### config.mk
export PLATFORM = sky130hd
export DESIGN_NAME = writeback_arbiter
export DESIGN_NICKNAME = d
export VERILOG_FILES = /design/src/rtl/writeback_arbiter.sv
export SDC_FILE = /design/constraint.sdc
export NUM_CORES = 1
export LEC_CHECK = 0
export BUFFER_PORTS_ARGS = -buffer_cell sky130_fd_sc_hd__buf_4
export CORE_AREA = 2 2 88 111
export CTS_BUF_LIST = sky130_fd_sc_hd__clkbuf_4
export DETAILED_ROUTE_END_ITERATION = 8
export DIE_AREA = 0 0 90 113
export PLACE_DENSITY = 0.77
export SLEW_MARGIN = 30
export SYNTH_ARGS = -nofsm -noshare
export SYNTH_HDL_FRONTEND = slang
export SYNTH_SLANG_ARGS = --single-unit
### constraint.sdc
create_clock -name clk -period 1.7 [get_ports clk]
set_input_delay 0.255 -clock clk [delete_from_list [all_inputs] [get_ports clk]]
set_output_delay 0.255 -clock clk [all_outputs]
set_load 0.005 [all_outputs]
### src/rtl/writeback_arbiter.sv
// Writeback arbiter: merges the ALU and load result channels onto the single
// register-file write port. Each channel owns one holding entry. When both
// entries hold a result, the grant alternates between them. The block also
// answers hazard queries for pending writes and counts the writes it issues.
// Optional feature: define WB_BYPASS_EN to add the byp1_*/byp2_* forwarding outputs.
module writeback_arbiter #(
  parameter int unsigned XLEN = 32
) (
  input  logic            clk,
  input  logic            rst,
  input  logic            alu_valid,
  input  logic [4:0]      alu_rd,
  input  logic [XLEN-1:0] alu_data,
  output logic            alu_ready,
  input  logic            ld_valid,
  input  logic [4:0]      ld_rd,
  input  logic [XLEN-1:0] ld_data,
  output logic            ld_ready,
  output logic            WE3,
  output logic [4:0]      A3,
  output logic [XLEN-1:0] WD3,
  input  logic [4:0]      A1,
  input  logic [4:0]      A2,
  output logic            busy1,
  output logic            busy2,
  output logic [15:0]     wb_count
`ifdef WB_BYPASS_EN
  ,
  output logic            byp1_valid,
  output logic [XLEN-1:0] byp1_data,
  output logic            byp2_valid,
  output logic [XLEN-1:0] byp2_data
`endif
);

  logic            alu_v_q, alu_v_d;
  logic [4:0]      alu_rd_q, alu_rd_d;
  logic [XLEN-1:0] alu_data_q, alu_data_d;
  logic            ld_v_q, ld_v_d;
  logic [4:0]      ld_rd_q, ld_rd_d;
  logic [XLEN-1:0] ld_data_q, ld_data_d;
  logic            last_q, last_d;  // 0: ALU granted last, 1: load granted last
  logic [15:0]     cnt_q, cnt_d;

  logic grant_alu, grant_ld;
  logic alu_xfer, ld_xfer;
  logic hit1_alu, hit1_ld, hit2_alu, hit2_ld;

  // Grant selection, handshake readiness and the register-file write port.
  always_comb begin
    grant_alu = alu_v_q & (~ld_v_q | last_q);
    grant_ld  = ld_v_q & ~grant_alu;
    alu_ready = ~alu_v_q | grant_alu;
    ld_ready  = ~ld_v_q | grant_ld;
    alu_xfer  = alu_valid & alu_ready;
    ld_xfer   = ld_valid & ld_ready;
    WE3       = grant_alu | grant_ld;
    A3        = '0;
    WD3       = '0;
    if (grant_alu) begin
      A3  = alu_rd_q;
      WD3 = alu_data_q;
    end else if (grant_ld) begin
      A3  = ld_rd_q;
      WD3 = ld_data_q;
    end
  end

  // Entry reload/clear, grant history and write counter next state.
  always_comb begin
    alu_v_d    = alu_v_q;
    alu_rd_d   = alu_rd_q;
    alu_data_d = alu_data_q;
    ld_v_d     = ld_v_q;
    ld_rd_d    = ld_rd_q;
    ld_data_d  = ld_data_q;
    last_d     = last_q;
    cnt_d      = cnt_q;
    // A transfer to x0 completes the handshake but leaves the entry empty.
    if (alu_xfer) begin
      alu_v_d    = (alu_rd != 5'd0);
      alu_rd_d   = alu_rd;
      alu_data_d = alu_data;
    end else if (grant_alu) begin
      alu_v_d = 1'b0;
    end
    if (ld_xfer) begin
      ld_v_d    = (ld_rd != 5'd0);
      ld_rd_d   = ld_rd;
      ld_data_d = ld_data;
    end else if (grant_ld) begin
      ld_v_d = 1'b0;
    end
    if (WE3) begin
      last_d = grant_ld;
      cnt_d  = cnt_q + 16'd1;
    end
  end

  // State registers with asynchronous active-low reset.
  always_ff @(posedge clk or negedge rst) begin
    if (!rst) begin
      alu_v_q    <= 1'b0;
      alu_rd_q   <= '0;
      alu_data_q <= '0;
      ld_v_q     <= 1'b0;
      ld_rd_q    <= '0;
      ld_data_q  <= '0;
      last_q     <= 1'b0;
      cnt_q      <= '0;
    end else begin
      alu_v_q    <= alu_v_d;
      alu_rd_q   <= alu_rd_d;
      alu_data_q <= alu_data_d;
      ld_v_q     <= ld_v_d;
      ld_rd_q    <= ld_rd_d;
      ld_data_q  <= ld_data_d;
      last_q     <= last_d;
      cnt_q      <= cnt_d;
    end
  end

  // Hazard query: x0 never reports a pending write.
  always_comb begin
    hit1_alu = (A1 != 5'd0) & alu_v_q & (alu_rd_q == A1);
    hit1_ld  = (A1 != 5'd0) & ld_v_q & (ld_rd_q == A1);
    hit2_alu = (A2 != 5'd0) & alu_v_q & (alu_rd_q == A2);
    hit2_ld  = (A2 != 5'd0) & ld_v_q & (ld_rd_q == A2);
    busy1    = hit1_alu | hit1_ld;
    busy2    = hit2_alu | hit2_ld;
    wb_count = cnt_q;
  end

`ifdef WB_BYPASS_EN
  // Forward only when exactly one entry matches; a double match is ambiguous.
  always_comb begin
    byp1_valid = hit1_alu ^ hit1_ld;
    byp2_valid = hit2_alu ^ hit2_ld;
    byp1_data  = '0;
    byp2_data  = '0;
    if (hit1_alu & ~hit1_ld) byp1_data = alu_data_q;
    if (hit1_ld & ~hit1_alu) byp1_data = ld_data_q;
    if (hit2_alu & ~hit2_ld) byp2_data = alu_data_q;
    if (hit2_ld & ~hit2_alu) byp2_data = ld_data_q;
  end
`endif

endmodule

# Word level (Yosys, flattened, before mapping)
# Cells that the tools add are included.
# W data, S select, Z words.
[op_classes]
add_sub_neg = 1
eq_ne = 4
mux = 8
bitwise = 21
reduce_logical = 6
[op_table]
columns = ["operator", "n"]
rows = [
  ["$mux W32", 2],
  ["$eq A5 B5 Y1", 4],
  ["$reduce_bool A5 Y1", 4],
  ["$add A16 B1 Y16 const B", 1],
  ["$and A1 B1 Y1", 12],
  ["$mux W5", 2],
  ["$or A1 B1 Y1", 6],
  ["$mux W1", 4],
  ["$reduce_bool A2 Y1", 2],
  ["$not A1 Y1", 3],
]
[word_totals]
ff_bits = 93
output_inout_bits = 58

# Logic depth before layout (Yosys ltp)
[depth]
ltp_word = 8
mapped_depth = 7

# Worst setup path before layout
# OpenSTA, ideal clock, no wires.
[synth_path]
path_type = "register to output"
startpoint = "register ld_v_q"
endpoint = "output port A3[1]"
t_arrival_ps = 1173
t_required_ps = 1445
slack_ps = 272
stages_incl_launch_ff = 8
path_cell_list = "dfrtp_1 buf_4 nand2b_1 and2_1 buf_2 buf_2 nand2_1 o21ai_1"
[synth_via]
elab_chain_cells = 7
[synth_lines]
columns = ["element", "line", "text"]
rows = [
  ["start: declaration", "39", "logic ld_v_q, ld_v_d;"],
  ["start signal: assignment", "115", "ld_v_q <= ld_v_d;"],
  ["$not A1 Y1", "51", "grant_alu = alu_v_q & (~ld_v_q | last_q);"],
  ["$or A1 B1 Y1", "51", ""],
  ["$and A1 B1 Y1", "51", ""],
  ["$not A1 Y1", "52", "grant_ld = ld_v_q & ~grant_alu;"],
  ["$and A1 B1 Y1", "52", ""],
  ["$mux W5", "63", "end else if (grant_ld) begin"],
  ["$mux W5 (*)", "60", "if (grant_alu) begin"],
  ["end: declaration", "20", "output logic [4:0] A3,"],
]
# Every way passes the cells marked *; elsewhere a longest branch is shown, timed or not.

# Final worst setup path
[layout_path]
startpoint = "register ld_v_q"
endpoint = "output port A3[2]"
# Same word-level chain as after synthesis.

==> metrics <==
Synth cell types=30; CTS root buffer=clkbuf_4; leakage=3.67 nW; Final TNS setup=-13.79 ns; Pint=5.99 mW; CTS tree=done; DP Worst Slack=0.0493 ns; area grow syn2layout=67.3%; nets=685; num ports=146; initial DRC count=252; reg2reg setup slack=-0.08 ns; crit path launch type=register; Clock Skews=0.0193 ns; Final GP Congestion=0.920; sequential fraction of the synthesis area=52.6%; Critical Path RT=1.44 ns; Yosys reg bits=93; DR vias=4,041; Slew @ Worst Pin=0.342 ns; number of global-route vias before repair=3,812; Via density=5.57; Final WS setup=-0.439 ns; finished layout cell area=0.00740 mm^2; Clk pwr share=11.3%; Max FO, Critical Path=7; clock sink count=93; Die Y=113 um; net count after synthesis=480; mapped cell area=0.00442 mm^2; all-layer global routing usage=23.1%; fin crit period=2.14 ns; Max clock buf depth=2; dpl cell area=0.00573 mm^2; Fin. Hold Viols=0; Worst Setup End Kind=output port; busiest grt layer=met2; sequential share of power=35.6%; DR pass1 iterations=5; global-route track usage on met2=40.6%; H-Tree Level Count=3; failing checks=setup timing; Pwr per Cell Area=1280 mW/mm^2; final setup fails=95; HP Class=primary input to register; status=finished, violations left; drc violations=0; full die area=0.0102 mm^2; Core Box Area=0.00908 mm^2; f_max=468 MHz; Initial Utilization=48.7%; cts bufs inserted=9; switching share of power=36.8%; Synth Warn #=0; global-route wire length before repair=18,400 um; cell count after synthesis=391; die width=90 um; WS Path Type=register to output port; GR Util met3=5.06%; worst rel slew slack=77.2%; Buffers on Ports=145; DR WL/cell=21.9 um; Hold Slack=0.00307 ns; combinational power share=53.1%; Worst Path Arrival=1.88 ns; antenna violations before repair=1; Final Max Slew Viols=0; placed wire-length estimate=7820 um; Clk Latency, worst-skew pair=0.47 ns; layout cell share with drive strength beyond 1=61.4%; Power, Total=9.48 mW; row count=39; GR met1 Demand/Resource=27.5%; Total Routed Length=15,900 um; P_sw=3.49 mW; largest net degree at the start of global routing=51; fillcell total=514; Clk pin slew, worst setup/hold paths=0.14 ns; Max Cap Viol=0; period utilization=126%; Antenna Nets Post-Route=0; syn avg cell area=11.3 um^2; VDD IR-drop max=0.659 mV; total gr overflow=0; RSZ-0062 raised after global routing=yes
worst paths after layout:
path                                           from                         end  depth (start not counted)
max                              ld_v_q$_DFFE_PN0P_                       A3[2]                          6
min                                     ld_data[16]   ld_data_q[16]$_DFFE_PN0P_                          2
max reg2reg                      ld_v_q$_DFFE_PN0P_    wb_count[13]$_DFFE_PN0P_                          7
min reg2reg                wb_count[15]$_DFFE_PN0P_    wb_count[15]$_DFFE_PN0P_                          1
max in group asynchronous                       rst   ld_data_q[21]$_DFFE_PN0P_                          3
min in group asynchronous                       rst  alu_data_q[30]$_DFFE_PN0P_                          2
layout make-up:
cell class	instances	area (um^2)	share of cell area (%)
clock buffers	12	90.1	1.22
repair buffers	212	2120	28.7
multi-input cells	278	2670	36.1
flip-flops and latches	93	2330	31.5
inverters	2	7.51	0.101
diodes	1	2.50	0.0338
well taps	123	154	2.08
clock inverters	4	15.0	0.203
registers in the layout, summed over array words and instances, names as in the netlist:
signal and count:
ld_v_q 1, ld_data_q 32, ld_rd_q 5, alu_data_q 32
alu_v_q 1, last_q 1, alu_rd_q 5, wb_count 16
power by group through the flow:
stage / combinational (mW) / sequential (mW) / clock [mW]
6_report: 5.04 / 3.38 / 1.07
5_1_grt: 5.27 / 3.44 / 1.17
4_1_cts: 3.37 / 3.23 / 1.05
3_5_place_dp: 2.88 / 3.26 / 0
3_3_place_gp: 2.80 / 3.22 / 0
2_1_floorplan: 1.55 / 3.14 / 0
routing by layer:
layer	wire length, um	vias up
li1	-	1758
met1	5860	2023
met2	8410	203
met3	951	57
met4	661	0
met5	0	-
cells in the final DEF (no fill, tap or decap), types with 5 or more instances in the layout:
master         Yosys  routed
buf_12             0      10
buf_4              8     151
buf_6              0      16
clkbuf_16          0      14
clkbuf_4           0      12
dfrtp_1           93      91
dlygate4sd3_1      0      16
mux2_4             0      69
nand2_1           83      46
nand2_2            0      15
nand2_4            2      22
nand3_1            9       9
nor2_1             6       5
o21ai_1           23       6
o21ai_2            0      27
xnor2_1           15      15
xor2_1            20      20
synth_stat cells:
| cell type | count | share of area (%) |
|---|---|---|
| dfrtp_1 | 93 | 53 |
| nand2_1 | 83 | 7.0 |
| mux2_1 | 49 | 12 |
| mux2_2 | 26 | 6.6 |
| o21ai_1 | 23 | 2.6 |
| xor2_1 | 20 | 4.0 |
| o21ai_0 | 17 | 1.9 |
| xnor2_1 | 15 | 3.0 |
| buf_2 | 9 | 1.0 |
| nand3_1 | 9 | 1.0 |
| buf_4 | 8 | 1.4 |
| nor2_1 | 6 | 0.51 |
| nand4_1 | 4 | 0.57 |
| nor4_1 | 4 | 0.57 |
| or4_1 | 4 | 0.68 |
| clkbuf_1 | 3 | 0.25 |
| a21oi_1 | 2 | 0.23 |
| inv_2 | 2 | 0.17 |
| nand2_4 | 2 | 0.51 |
| nand3_2 | 2 | 0.45 |
| and2_1 | 1 | 0.14 |
| and3_1 | 1 | 0.14 |
| and4_1 | 1 | 0.20 |
| ha_1 | 1 | 0.28 |
| nand2b_1 | 1 | 0.14 |
| nor3_1 | 1 | 0.11 |
| nor3_2 | 1 | 0.23 |
| nor4_4 | 1 | 0.48 |
| o211a_1 | 1 | 0.23 |
| o211ai_4 | 1 | 0.48 |
worst max-delay path, stage by stage (launching register included):
cell and delay (ns):
dfrtp_1 0.47, nand2b_4 0.12, and2_4 0.29, buf_6 0.17, nand2_1 0.07, o21ai_1 0.14
buf_4 0.15
what timing repair did:
item / in CTS / in global routing
hold buffers: 16 / 0
setup buffers: 7 / 8
resized for setup: 47 / 170
endpoints found under the hold margin: 82 / 0
gates cloned: 4 / 23
pin swaps: 19 / 52
setup endpoints to repair: 42 / 119
per-stage QoR:
step	utilization [%]	std cells
3_3_place_gp	63.1	651
2_1_floorplan	-	391
6_report	81.5	725
3_5_place_dp	63.1	651
4_1_cts	69.1	694
5_1_grt	81.5	725
kinds of logic after synthesis:
logic type	share of synthesized area (%)
simple gates	12.8
flops	52.6
mux	19.1
compound gates	5.46
xor+xnor	6.93
buf+inv	2.80
fa+ha+maj	0.283
(Power assumes the default switching activity.)
